File: config.mk
export PLATFORM = sky130hd
export DESIGN_NAME = lcd_rgb_rx
export DESIGN_NICKNAME = d
export VERILOG_FILES = /design/src/rtl/lcd_rgb_rx.sv
export SDC_FILE = /design/constraint.sdc
export NUM_CORES = 1
export LEC_CHECK = 0
export ABC_CLOCK_PERIOD_IN_PS = 2060
export CAP_MARGIN = 15
export CORE_MARGIN = 3
export CORE_UTILIZATION = 35
export DETAILED_ROUTE_END_ITERATION = 12
export PLACE_DENSITY = 0.64
export SYNTH_ARGS = -nofsm -noshare
export SYNTH_HDL_FRONTEND = slang
export SYNTH_SLANG_ARGS = --single-unit
File: constraint.sdc
create_clock -name lcd_clk -period 2.06 [get_ports lcd_clk]
set_input_delay 0.412 -clock lcd_clk [delete_from_list [all_inputs] [get_ports lcd_clk]]
set_output_delay 0.412 -clock lcd_clk [all_outputs]
set_load 0.05 [all_outputs]
File: src/rtl/lcd_rgb_rx.sv
// lcd_rgb_rx: receiver for a DE-only parallel RGB666 stream (no HS/VS).
// Frame and line boundaries are recovered from DE activity alone. A DE-low
// run of VBLANK_MIN cycles is treated as vertical blank; any shorter gap is
// a horizontal blank. The pixel path has a fixed 2-cycle latency.
//
// Ports
//   lcd_clk, rst         pixel clock, synchronous active-high reset
//   lcd_en, lcd_r/g/b    incoming data enable and 6-bit colour components
//   pix_valid/pix_data   framed pixel stream, data = {r,g,b}, held when idle
//   pix_sof, pix_eol     first pixel of frame, last pixel of each line
//   frame_done           pulse when vertical blank follows a frame
//   h_meas, v_meas       last line length, last frame line count
//   line_err             pulse at a line end whose length != H_ACTIVE
//   locked               LOCK_FRAMES consecutive frames matched geometry
module lcd_rgb_rx #(
  parameter int H_ACTIVE    = 800,
  parameter int V_ACTIVE    = 480,
  parameter int VBLANK_MIN  = 1000,
  parameter int LOCK_FRAMES = 2
) (
  input  logic        lcd_clk,
  input  logic        rst,
  input  logic        lcd_en,
  input  logic [5:0]  lcd_r,
  input  logic [5:0]  lcd_g,
  input  logic [5:0]  lcd_b,
  output logic        pix_valid,
  output logic [17:0] pix_data,
  output logic        pix_sof,
  output logic        pix_eol,
  output logic        frame_done,
  output logic [11:0] h_meas,
  output logic [10:0] v_meas,
  output logic        line_err,
  output logic        locked
);

  localparam int IW = $clog2(VBLANK_MIN + 1);
  localparam int GW = $clog2(LOCK_FRAMES + 1);
  localparam logic [IW-1:0] IDLE_MAX = IW'(VBLANK_MIN);
  localparam logic [GW-1:0] GOOD_MAX = GW'(LOCK_FRAMES);

  typedef enum logic [1:0] {S_WAIT, S_ARMED, S_ACTIVE} state_e;

  function automatic logic [11:0] sat_x(input logic [11:0] v);
    return (v == 12'hFFF) ? v : v + 12'd1;
  endfunction

  function automatic logic [10:0] sat_y(input logic [10:0] v);
    return (v == 11'h7FF) ? v : v + 11'd1;
  endfunction

  function automatic logic [IW-1:0] sat_idle(input logic [IW-1:0] v);
    return (v == IDLE_MAX) ? v : v + IW'(1);
  endfunction

  function automatic logic [GW-1:0] sat_good(input logic [GW-1:0] v);
    return (v == GOOD_MAX) ? v : v + GW'(1);
  endfunction

  state_e          state_q, state_d;
  logic            vld_p0, vld_p1;
  logic [17:0]     rgb_p0;
  logic [IW-1:0]   idle_q, idle_d;
  logic [11:0]     x_q, x_d;
  logic [10:0]     y_q, y_d;
  logic [GW-1:0]   good_q, good_d;
  logic            err_seen_q;
  logic            fall, vblank_hit, start, frame_good;
  logic            valid_d, sof_d, eol_d, fd_d, lerr_d;

  // Stage p0: input capture. Data is not reset; only the enable is.
  always_ff @(posedge lcd_clk) begin
    rgb_p0 <= {lcd_r, lcd_g, lcd_b};
  end

  always_ff @(posedge lcd_clk) begin
    if (rst) begin
      vld_p0 <= 1'b0;
      vld_p1 <= 1'b0;
    end else begin
      vld_p0 <= lcd_en;
      vld_p1 <= vld_p0;
    end
  end

  // DE edge / blank detection on the p0 stream. vld_p1 is the previous p0
  // sample, so fall marks the first low cycle after a line.
  always_comb begin
    fall       = vld_p1 & ~vld_p0;
    idle_d     = vld_p0 ? '0 : sat_idle(idle_q);
    vblank_hit = (idle_d == IDLE_MAX);
    x_d        = vld_p0 ? sat_x(x_q) : 12'd0;
    start      = (state_q == S_ARMED) & vld_p0;
    if (start)     y_d = 11'd0;
    else if (fall) y_d = sat_y(y_q);
    else           y_d = y_q;
  end

  // State register
  always_ff @(posedge lcd_clk) begin
    if (rst) state_q <= S_WAIT;
    else     state_q <= state_d;
  end

  // Next-state logic
  always_comb begin
    state_d = state_q;
    case (state_q)
      S_WAIT:   if (vblank_hit) state_d = S_ARMED;
      S_ARMED:  if (vld_p0)     state_d = S_ACTIVE;
      S_ACTIVE: if (vblank_hit) state_d = S_ARMED;
      default:                  state_d = S_WAIT;
    endcase
  end

  // Output logic. eol looks one sample ahead: the live input is the cycle
  // after the pixel held in p0.
  always_comb begin
    valid_d    = vld_p0 & (state_q != S_WAIT);
    sof_d      = start;
    eol_d      = valid_d & ~lcd_en;
    fd_d       = (state_q == S_ACTIVE) & vblank_hit;
    lerr_d     = (state_q == S_ACTIVE) & fall & (x_q != 12'(H_ACTIVE));
    frame_good = (y_q == 11'(V_ACTIVE)) & ~err_seen_q;
    good_d     = frame_good ? sat_good(good_q) : '0;
  end

  // Stage p1: registered outputs and measurement state
  always_ff @(posedge lcd_clk) begin
    if (rst) begin
      idle_q     <= '0;
      x_q        <= '0;
      y_q        <= '0;
      good_q     <= '0;
      err_seen_q <= 1'b0;
      pix_valid  <= 1'b0;
      pix_data   <= '0;
      pix_sof    <= 1'b0;
      pix_eol    <= 1'b0;
      frame_done <= 1'b0;
      h_meas     <= '0;
      v_meas     <= '0;
      line_err   <= 1'b0;
      locked     <= 1'b0;
    end else begin
      idle_q     <= idle_d;
      x_q        <= x_d;
      y_q        <= y_d;
      pix_valid  <= valid_d;
      pix_sof    <= sof_d;
      pix_eol    <= eol_d;
      frame_done <= fd_d;
      line_err   <= lerr_d;
      if (valid_d) pix_data <= rgb_p0;
      if (fall)    h_meas   <= x_q;
      if (start)       err_seen_q <= 1'b0;
      else if (lerr_d) err_seen_q <= 1'b1;
      if (fd_d) begin
        v_meas <= y_q;
        good_q <= good_d;
        locked <= frame_good & (good_d == GOOD_MAX);
      end
    end
  end

endmodule

---- Word level (Yosys, flattened, before mapping) ----
Index checks and enable logic that the tools add are counted.
word-level totals
  flip-flop bits (word level) ............. 105
  latch bits .............................. 0
  memory bits (writable) .................. 0
  ROM bits ................................ 0
  input port bits ......................... 21
  output and inout port bits .............. 47
  logic and storage cells ................. 61
  memories ................................ 0
cells by class
  $add $sub $neg .......................... 4
  $mul .................................... 0
  divide/modulo/power cells ............... 0
  order comparisons ....................... 0
  equality and inequality tests ........... 12
  shift operators ......................... 0
  muxes and demuxes ....................... 7
  bitwise gates (word level) .............. 13
  reduce and logical (&&, ||, !) cells .... 7
operators by type and width
  kind                                                      number
  == test 10 bit (second input constant)                    2
  2-to-1 mux 10 bit                                         2
  adder 12 x 1 -> 12 bit (second input constant)            1
  == test 12 bit (second input constant)                    1
  inequality test 12 x 10 -> 1 bit (second input constant)  1
  adder 11 x 1 -> 11 bit (second input constant)            1
  == test 11 bit (second input constant)                    1
  == test 11 x 9 -> 1 bit (second input constant)           1
  adder 10 x 1 -> 10 bit (second input constant)            1
  bitwise AND 1 bit                                         9
  2-to-1 mux 2 bit                                          4
  == test 2 bit (second input constant)                     3
  OR reduction 2 bit                                        3
  NOT 1 bit                                                 4
  case mux 2 bit (2 select lines)                           1
  AND reduction 2 bit                                       2
  adder 2 x 1 -> 2 bit (second input constant)              1
  == test 2 x 1 -> 1 bit (second input constant)            1
  logical NOT 2 bit                                         1
  inequality test 2 x 1 -> 1 bit (second input constant)    1
  inequality test 2 bit (second input constant)             1
  nonzero test 2 bit                                        1

---- Depth between registers and ports, before layout ----
Gate-level depths: netlist of the first run.
  depth in word-level cells ............... 6
  mapped depth ............................ 8
  mapped depth without buffers ............ 7

---- Worst setup path before layout of the first run ----
Ideal clock, no wire load.
  kind .................................... register to register
  start point ............................. register idle_q[0]
  end point ............................... register locked
  setup time .............................. 123 ps
  arrival time ............................ 1976 ps
  required time ........................... 1937 ps
  slack ................................... -39 ps
  stages on the path, launching flop included .. 7
  path through ............................ dfxtp_1 -> ha_1 -> nand4_2 -> nor3_2 -> o211ai_1 -> a2111oi_4 -> mux2_1
on the way
  cells in the longest elaborated chain, start to end .. 5
  elaborated cells on any way between the ends .. 6
RTL lines
  item                                                      RTL line  RTL
  start, declared                                           64        logic [IW-1:0] idle_q, idle_d;
  start signal, assigned                                    147       idle_q <= idle_d;
  adder 10 x 1 -> 10 bit or == test 10 bit (tied branches)  54        return (v == IDLE_MAX) ? v : v + IW'(1);
  2-to-1 mux 10 bit *                                       54
  2-to-1 mux 10 bit *                                       91        idle_d = vld_p0 ? '0 : sat_idle(idle_q);
  == test 10 bit *                                          92        vblank_hit = (idle_d == IDLE_MAX);
  bitwise AND 1 bit *                                       123       fd_d = (state_q == S_ACTIVE) & vblank_hit;
  end signal, assigned                                      162       locked <= frame_good & (good_d == GOOD_MAX);
  end, declared                                             35        output logic locked
Every way passes the cells marked *; elsewhere a longest branch is shown, timed or not.
A chain may end at the register's enable or synchronous reset.

---- Worst setup path in the final report of the first run ----
  start point ............................. register idle_q[1]
  end point ............................... register locked
Same word-level chain as after synthesis.

==> results.md, run 1 <==
- Status: finished, final reports clean
- Max Slew Vio Count: 0
- Initial Util: 0.360
- Yosys cell types: 50
- Vias in the first global route: 3223
- ANT cells: 0
- Cell count after synthesis: 450
- Critical path startpoint category: register
- HP Class: register to register
- Worst reg2reg path startpoint: idle_q[1]
- Worst setup path category: register to register
- Final #Nets: 563
- Primary FF master, synth: dfxtp_1
- Layout cells sized above 1: 0.143
- Setup Viol. Count Final: 0
- Core Box Area: 0.0115 mm^2
- Top cell type's share of synthesized area: 0.509
- Dpl cell area: 0.00504 mm^2
- Slew headroom: 0.643
- Min Tclk post-route: 2.04 ns
- Total CTS buffers: 9
- Power Density: 739 mW/mm^2
- GRT overflow: 0
- Clock root buffer: clkbuf_16
- Design Area, Final: 0.00553 mm^2
- Via count: 3320
- Vias per std cell: 4.86
- I/O Buffers: 67
- Top layer in use: met4
- R2R Setup Slk: 0.02 ns
- Top post-synthesis cells by area: dfxtp_1 (51%), nand2_1 (6.5%), a21oi_1 (4.8%)
- Leakage: 1.92 nW
- Antenna Violating Nets Remaining: 0
- Die area: 0.0131 mm^2
- Fin crit share: 0.992
- H-tree lvl count: 3
- Reg clk slew, reported paths: 0.07 ns
- Die X: 115 um
- Avg Synthesized Cell Area: 9.17 um^2
- Worst reg-to-reg path cell count: 8
- CTS tree: done
- Die height: 115 um
- DRC: 0
- Post-route insts no fill: 683
- Placed cells: 658
- DR pass1 iterations: 4
- Initial antenna violation count: 0
- Critical Path Sink: locked
- Number of flops mapped to enable cells by yosys: 0
- Yosys reg bits: 105
- Critical Path Fanout Max: 4
- WP data arrival: 2.27 ns
- Synthesized cell area: 0.00413 mm^2
- Commonest non-fill, non-tap cell in the layout: dfxtp_1
- Syn nets: 478
- Clock latency on the worst-skew pair: 0.34 ns
- Post-DP HPWL: 6560 um
- Ys Warns: 0
- # IOs: 68
- Routed wire length: 9320 um
- Seq/Total Area, Yosys: 0.509
- Min Hold Slack: 0.435 ns
- Max Root-Sink Buffers: 2
- First-pass GRT wire length: 15500 um
- Placer Congestion: 0.864
- Critical Path Start: idle_q[1]
- CTS sink count: 105
- DR WL met2: 4700 um
- CP required: 2.29 ns
- Synth-to-layout area growth: 33.9%
- Final Hold Viols: 0
- VDD IR-drop max: 449 uV
- Dominant cell type by area after synthesis: dfxtp_1
- DR WL/cell: 13.6 um
- Worst slew pin tran: 0.534 ns
- Setup Skew: 0.00613 ns
- FF-to-FF End: locked
- Setup crit end kind: register
- Rows: 39
- Fraction of registers with async set/reset: 0
- RSZ-0062 raised after global routing: yes
- Met3 wire length: 305 um
- Most frequent cells in the layout: dfxtp_1 (99), nand2_1 (72), clkdlybuf4s50_1 (66)
- F_max: 0.490 GHz
- Drt first-iter violations: 150
- Pin count of the biggest net entering global routing: 29
- Max-cap violation count: 0
- All-Layer GR Usage: 0.146
- WL met1: 4230 um
- Hold path cells: 2
-- Yosys cell counts, types with 2 or more instances --
master      n
xor2_1     16
nor2b_1     6
nand3_1    11
o21ai_0     4
o21ba_2     2
a21oi_1    40
buf_4       2
and3_1      7
inv_1      13
mux2i_1    14
nand4_1     7
dfxtp_1   105
and4_1      3
nor3_1     11
buf_1       2
ha_1        7
buf_6       2
nor2_1     40
nor4_4      2
or2_2       3
xnor2_1     6
a31oi_1     2
o21a_1      3
nand2_1    72
nand2b_1   29
nand3_2     2
nand4_2     2
clkbuf_1   15
-- where the power goes --
part | internal (mW) | switching, mW
clock | 1.09 | 0.776
sequential | 2.05 | 0.0150
combinational | 0.0780 | 0.0708
total | 3.22 | 0.862
-- what timing repair did --
| item | 4_1_cts | 5_1_grt |
|---|---|---|
| buffers inserted | 6 | 2 |
| pin swaps | 1 | 5 |
| setup endpoints to repair | 14 | 14 |
| endpoints found under the hold margin | 0 | 0 |
| cloned | 1 | 0 |
| resized for setup | 14 | 5 |
| hold buffers | 0 | 0 |
-- worst min path at each step --
stage	startpoint	endpoint
after global routing	rgb_p0[16]	pix_data[16]
final	rgb_p0[4]	pix_data[4]
after CTS	rgb_p0[4]	pix_data[4]
after floorplan	rgb_p0[0]	pix_data[0]
after global placement	rgb_p0[16]	pix_data[16]
after detailed placement	rgb_p0[4]	pix_data[4]
-- metrics by stage --
| stage | utilization | power (mW) | TNS [ns] | worst slack, ns |
|---|---|---|---|---|
| floorplan | - | 2.18 | 0 | 0.0287 |
| finish | 0.482 | 4.09 | 0 | 0.0172 |
| global placement | 0.440 | 2.25 | 0 | 0.0591 |
| detailed placement | 0.440 | 2.25 | -0.0498 | -0.0260 |
| global route | 0.482 | 4.23 | -0.272 | -0.0455 |
| CTS | 0.480 | 4.14 | 0 | 0.000249 |
-- layer usage --
layer,track usage,vias to the layer above
met2,0.246,48
li1,-,1678
met3,0.0359,7
met1,0.185,1587
met4,0.0396,0
met5,0,-
-- registers in the layout, indices dropped and copies added, names as in the netlist --
name,cells
idle_q,10
state_q,2
good_q,2
v_meas,11
x_q,12
rgb_p0,18
vld_p1,1
line_err,1
pix_sof,1
h_meas,12
err_seen_q,1
frame_done,1
pix_valid,1
locked,1
pix_data,18
y_q,11
pix_eol,1
vld_p0,1
-- kinds of logic after synthesis --
kind of cell	synth area share
fa+ha+maj	0.0212
simple gates	0.251
flops	0.509
mux	0.0367
buf+inv	0.0364
compound gates	0.0988
xor+xnor	0.0467
-- critical path, cell delays in order, from the launching register on --
cell       delay (ns)
dfxtp_4          0.37
ha_4             0.18
nand4_4          0.08
buf_6            0.11
o21a_1           0.13
o211ai_1         0.16
a2111oi_4        0.42
buf_4            0.20
mux2_4           0.29
-- area by class of cell --
class	count	area [um^2]
clock buffer	9	225
clock inverter	7	106
fill	1037	5940
inverter	13	48.8
multi-input combinational	311	1940
sequential	105	2110
tap	143	179
timing repair buffer	95	910
No activity file was read; power rests on OpenSTA's default activity.
==> run 2, diff against run 1 <==
--- a/config.mk
+++ b/config.mk
@@ -10,6 +10,7 @@
 export CORE_MARGIN = 3
 export CORE_UTILIZATION = 35
 export DETAILED_ROUTE_END_ITERATION = 12
+export HOLD_SLACK_MARGIN = 0.03
 export PLACE_DENSITY = 0.64
 export SYNTH_ARGS = -nofsm -noshare
 export SYNTH_HDL_FRONTEND = slang
==> results of run 2 <==
Final layout, timing and power as in run 1 (identical DEF).
==> run 3, diff against run 2 <==
--- a/config.mk
+++ b/config.mk
@@ -5,13 +5,13 @@
 export SDC_FILE = /design/constraint.sdc
 export NUM_CORES = 1
 export LEC_CHECK = 0
-export ABC_CLOCK_PERIOD_IN_PS = 2060
+export ABC_CLOCK_PERIOD_IN_PS = 2580
 export CAP_MARGIN = 15
 export CORE_MARGIN = 3
 export CORE_UTILIZATION = 35
 export DETAILED_ROUTE_END_ITERATION = 12
 export HOLD_SLACK_MARGIN = 0.03
-export PLACE_DENSITY = 0.64
+export PLACE_DENSITY = 0.55
 export SYNTH_ARGS = -nofsm -noshare
 export SYNTH_HDL_FRONTEND = slang
 export SYNTH_SLANG_ARGS = --single-unit
==> constraint.sdc (replaced) <==
create_clock -name lcd_clk -period 2.58 [get_ports lcd_clk]
set_input_delay 0.516 -clock lcd_clk [delete_from_list [all_inputs] [get_ports lcd_clk]]
set_output_delay 0.516 -clock lcd_clk [all_outputs]
set_load 0.05 [all_outputs]
==> results.md, run 3 (synthesis gave the netlist of run 1 again) <==
- Power Density: 579 mW/mm^2
- Pin count of the biggest net entering global routing: 36
- First-pass GRT wire length: 15200 um
- CTS tree: done
- FF-to-FF End: v_meas[3]
- Initial Util: 0.360
- Die area: 0.0131 mm^2
- Post-DP HPWL: 6390 um
- Setup Skew: 0.00341 ns
- Vias in the first global route: 3171
- Max Slew Vio Count: 0
- Regs by FF count: pix_data x18, rgb_p0 x18
- Setup TNS Final: 0 ns
- Multi-input gate area: 0.00188 mm^2
- Postcts setup bufs: 0
- WP data arrival: 2.48 ns
- # IOs: 68
- HP Class: register to register
- Total CTS buffers: 9
- Worst Hold Path EP: pix_data[2]
- Antenna Violating Nets Remaining: 0
- Max-cap violation count: 0
- DR WL/cell: 13.4 um
- VDD IR-drop max: 323 uV
- Commonest non-fill, non-tap cell in the layout: dfxtp_1
- Total Power: 3.03 mW
- Initial antenna violation count: 0
- GRT overflow: 0
- Worst setup path category: register to register
- Most frequent cells in the layout: dfxtp_1 (105), nand2_1 (72), clkdlybuf4s50_1 (66)
- Placed cells: 649
- Setup Viol. Count Final: 0
- Status: finished, final reports clean
- Worst reg-to-reg path cell count: 7
- Hold wc startpoint: rgb_p0[2]
- CTS sink count: 105
- DR pass1 iterations: 4
- Leakage: 1.77 nW
- Layout cells sized above 1: 0.0824
- RSZ-0062 raised after global routing: no
- Min Tclk post-route: 2.22 ns
- Sequential cell area: 0.00210 mm^2
- Hold path cells: 2
- Clock latency on the worst-skew pair: 0.33 ns
- CTS Hold Bufs: 0
- R2R Setup Slk: 0.36 ns
- Routed wire length: 8900 um
- Drt first-iter violations: 120
- Setup crit end kind: register
- Slew headroom: 0.408
- Final #Nets: 545
- Max Root-Sink Buffers: 2
- Worst slew pin tran: 0.887 ns
- CP required: 2.84 ns
- Via count: 3155
- Clock root buffer: clkbuf_16
- Rows: 39
- Fin crit share: 0.862
- Post-route insts no fill: 665
- DRC: 0
- H-tree lvl count: 3
- Reg clk slew, reported paths: 0.07 ns
- All-Layer GR Usage: 0.144
- Critical path startpoint category: register
- Placer Congestion: 0.777
- Worst reg2reg path startpoint: idle_q[0]
- FILL cells: 1106
- Synth-to-layout area growth: 26.6%
- Final Hold Viols: 0
- ANT cells: 0
- Vias per std cell: 4.74
- F_max: 0.449 GHz
- Critical Path Fanout Max: 8
- Die height: 115 um
- Core Box Area: 0.0115 mm^2
- I/O Buffers: 67
- Post-cts sizing count: 0
- Die X: 115 um
[run 3: per-stage QoR]
| stage | area (um^2) | util | setup WS, ns | hold slack (ns) |
|---|---|---|---|---|
| 5_1_grt | 5230 | 0.456 | 0.113 | 0.459 |
| 6_report | 5230 | 0.456 | 0.355 | 0.435 |
| 2_1_floorplan | 4130 | - | 0.481 | 0.417 |
| 3_3_place_gp | 4950 | 0.431 | 0.446 | 0.420 |
| 4_1_cts | 5230 | 0.456 | 0.340 | 0.438 |
| 3_5_place_dp | 4950 | 0.431 | 0.356 | 0.427 |
[run 3: power breakdown]
part | total (mW) | leakage, nW | switching [mW] | internal, mW
sequential | 1.65 | 0.853 | 0.0115 | 1.64
combinational | 0.0991 | 0.778 | 0.0490 | 0.0501
clock | 1.28 | 0.135 | 0.593 | 0.683
[run 3: area by class of cell]
cell class                 count  area share
inverter                      13     0.00933
clock buffer                  10      0.0457
sequential                   105       0.402
tap                          143      0.0342
clock inverter                 6     0.00814
multi-input combinational    311       0.359
timing repair buffer          77       0.142
[run 3: layer usage]
| metal | global-route usage | part of all wire | up-vias |
|---|---|---|---|
| met5 | 0 | 0 | - |
| met4 | 0.0404 | 0.0033 | 0 |
| met3 | 0.0391 | 0.042 | 2 |
| met2 | 0.234 | 0.48 | 43 |
| met1 | 0.187 | 0.48 | 1475 |
| li1 | - | - | 1635 |
[run 3: worst max path at each step]
stage / from / to / depth (start not counted)
2_1_floorplan: idle_q[0] / locked / 6
3_3_place_gp: idle_q[0] / v_meas[3] / 7
3_5_place_dp: idle_q[0] / v_meas[3] / 7
4_1_cts: idle_q[0] / v_meas[3] / 7
5_1_grt: idle_q[0] / v_meas[2] / 7
6_report: idle_q[0] / v_meas[3] / 7
[run 3: critical path: stages, from the launching register on]
cell       delay (ns)
dfxtp_1          0.40
ha_1             0.28
nand4_2          0.18
nor3_2           0.24
o211ai_1         0.19
a2111oi_4        0.39
buf_4            0.26
mux2i_1          0.21
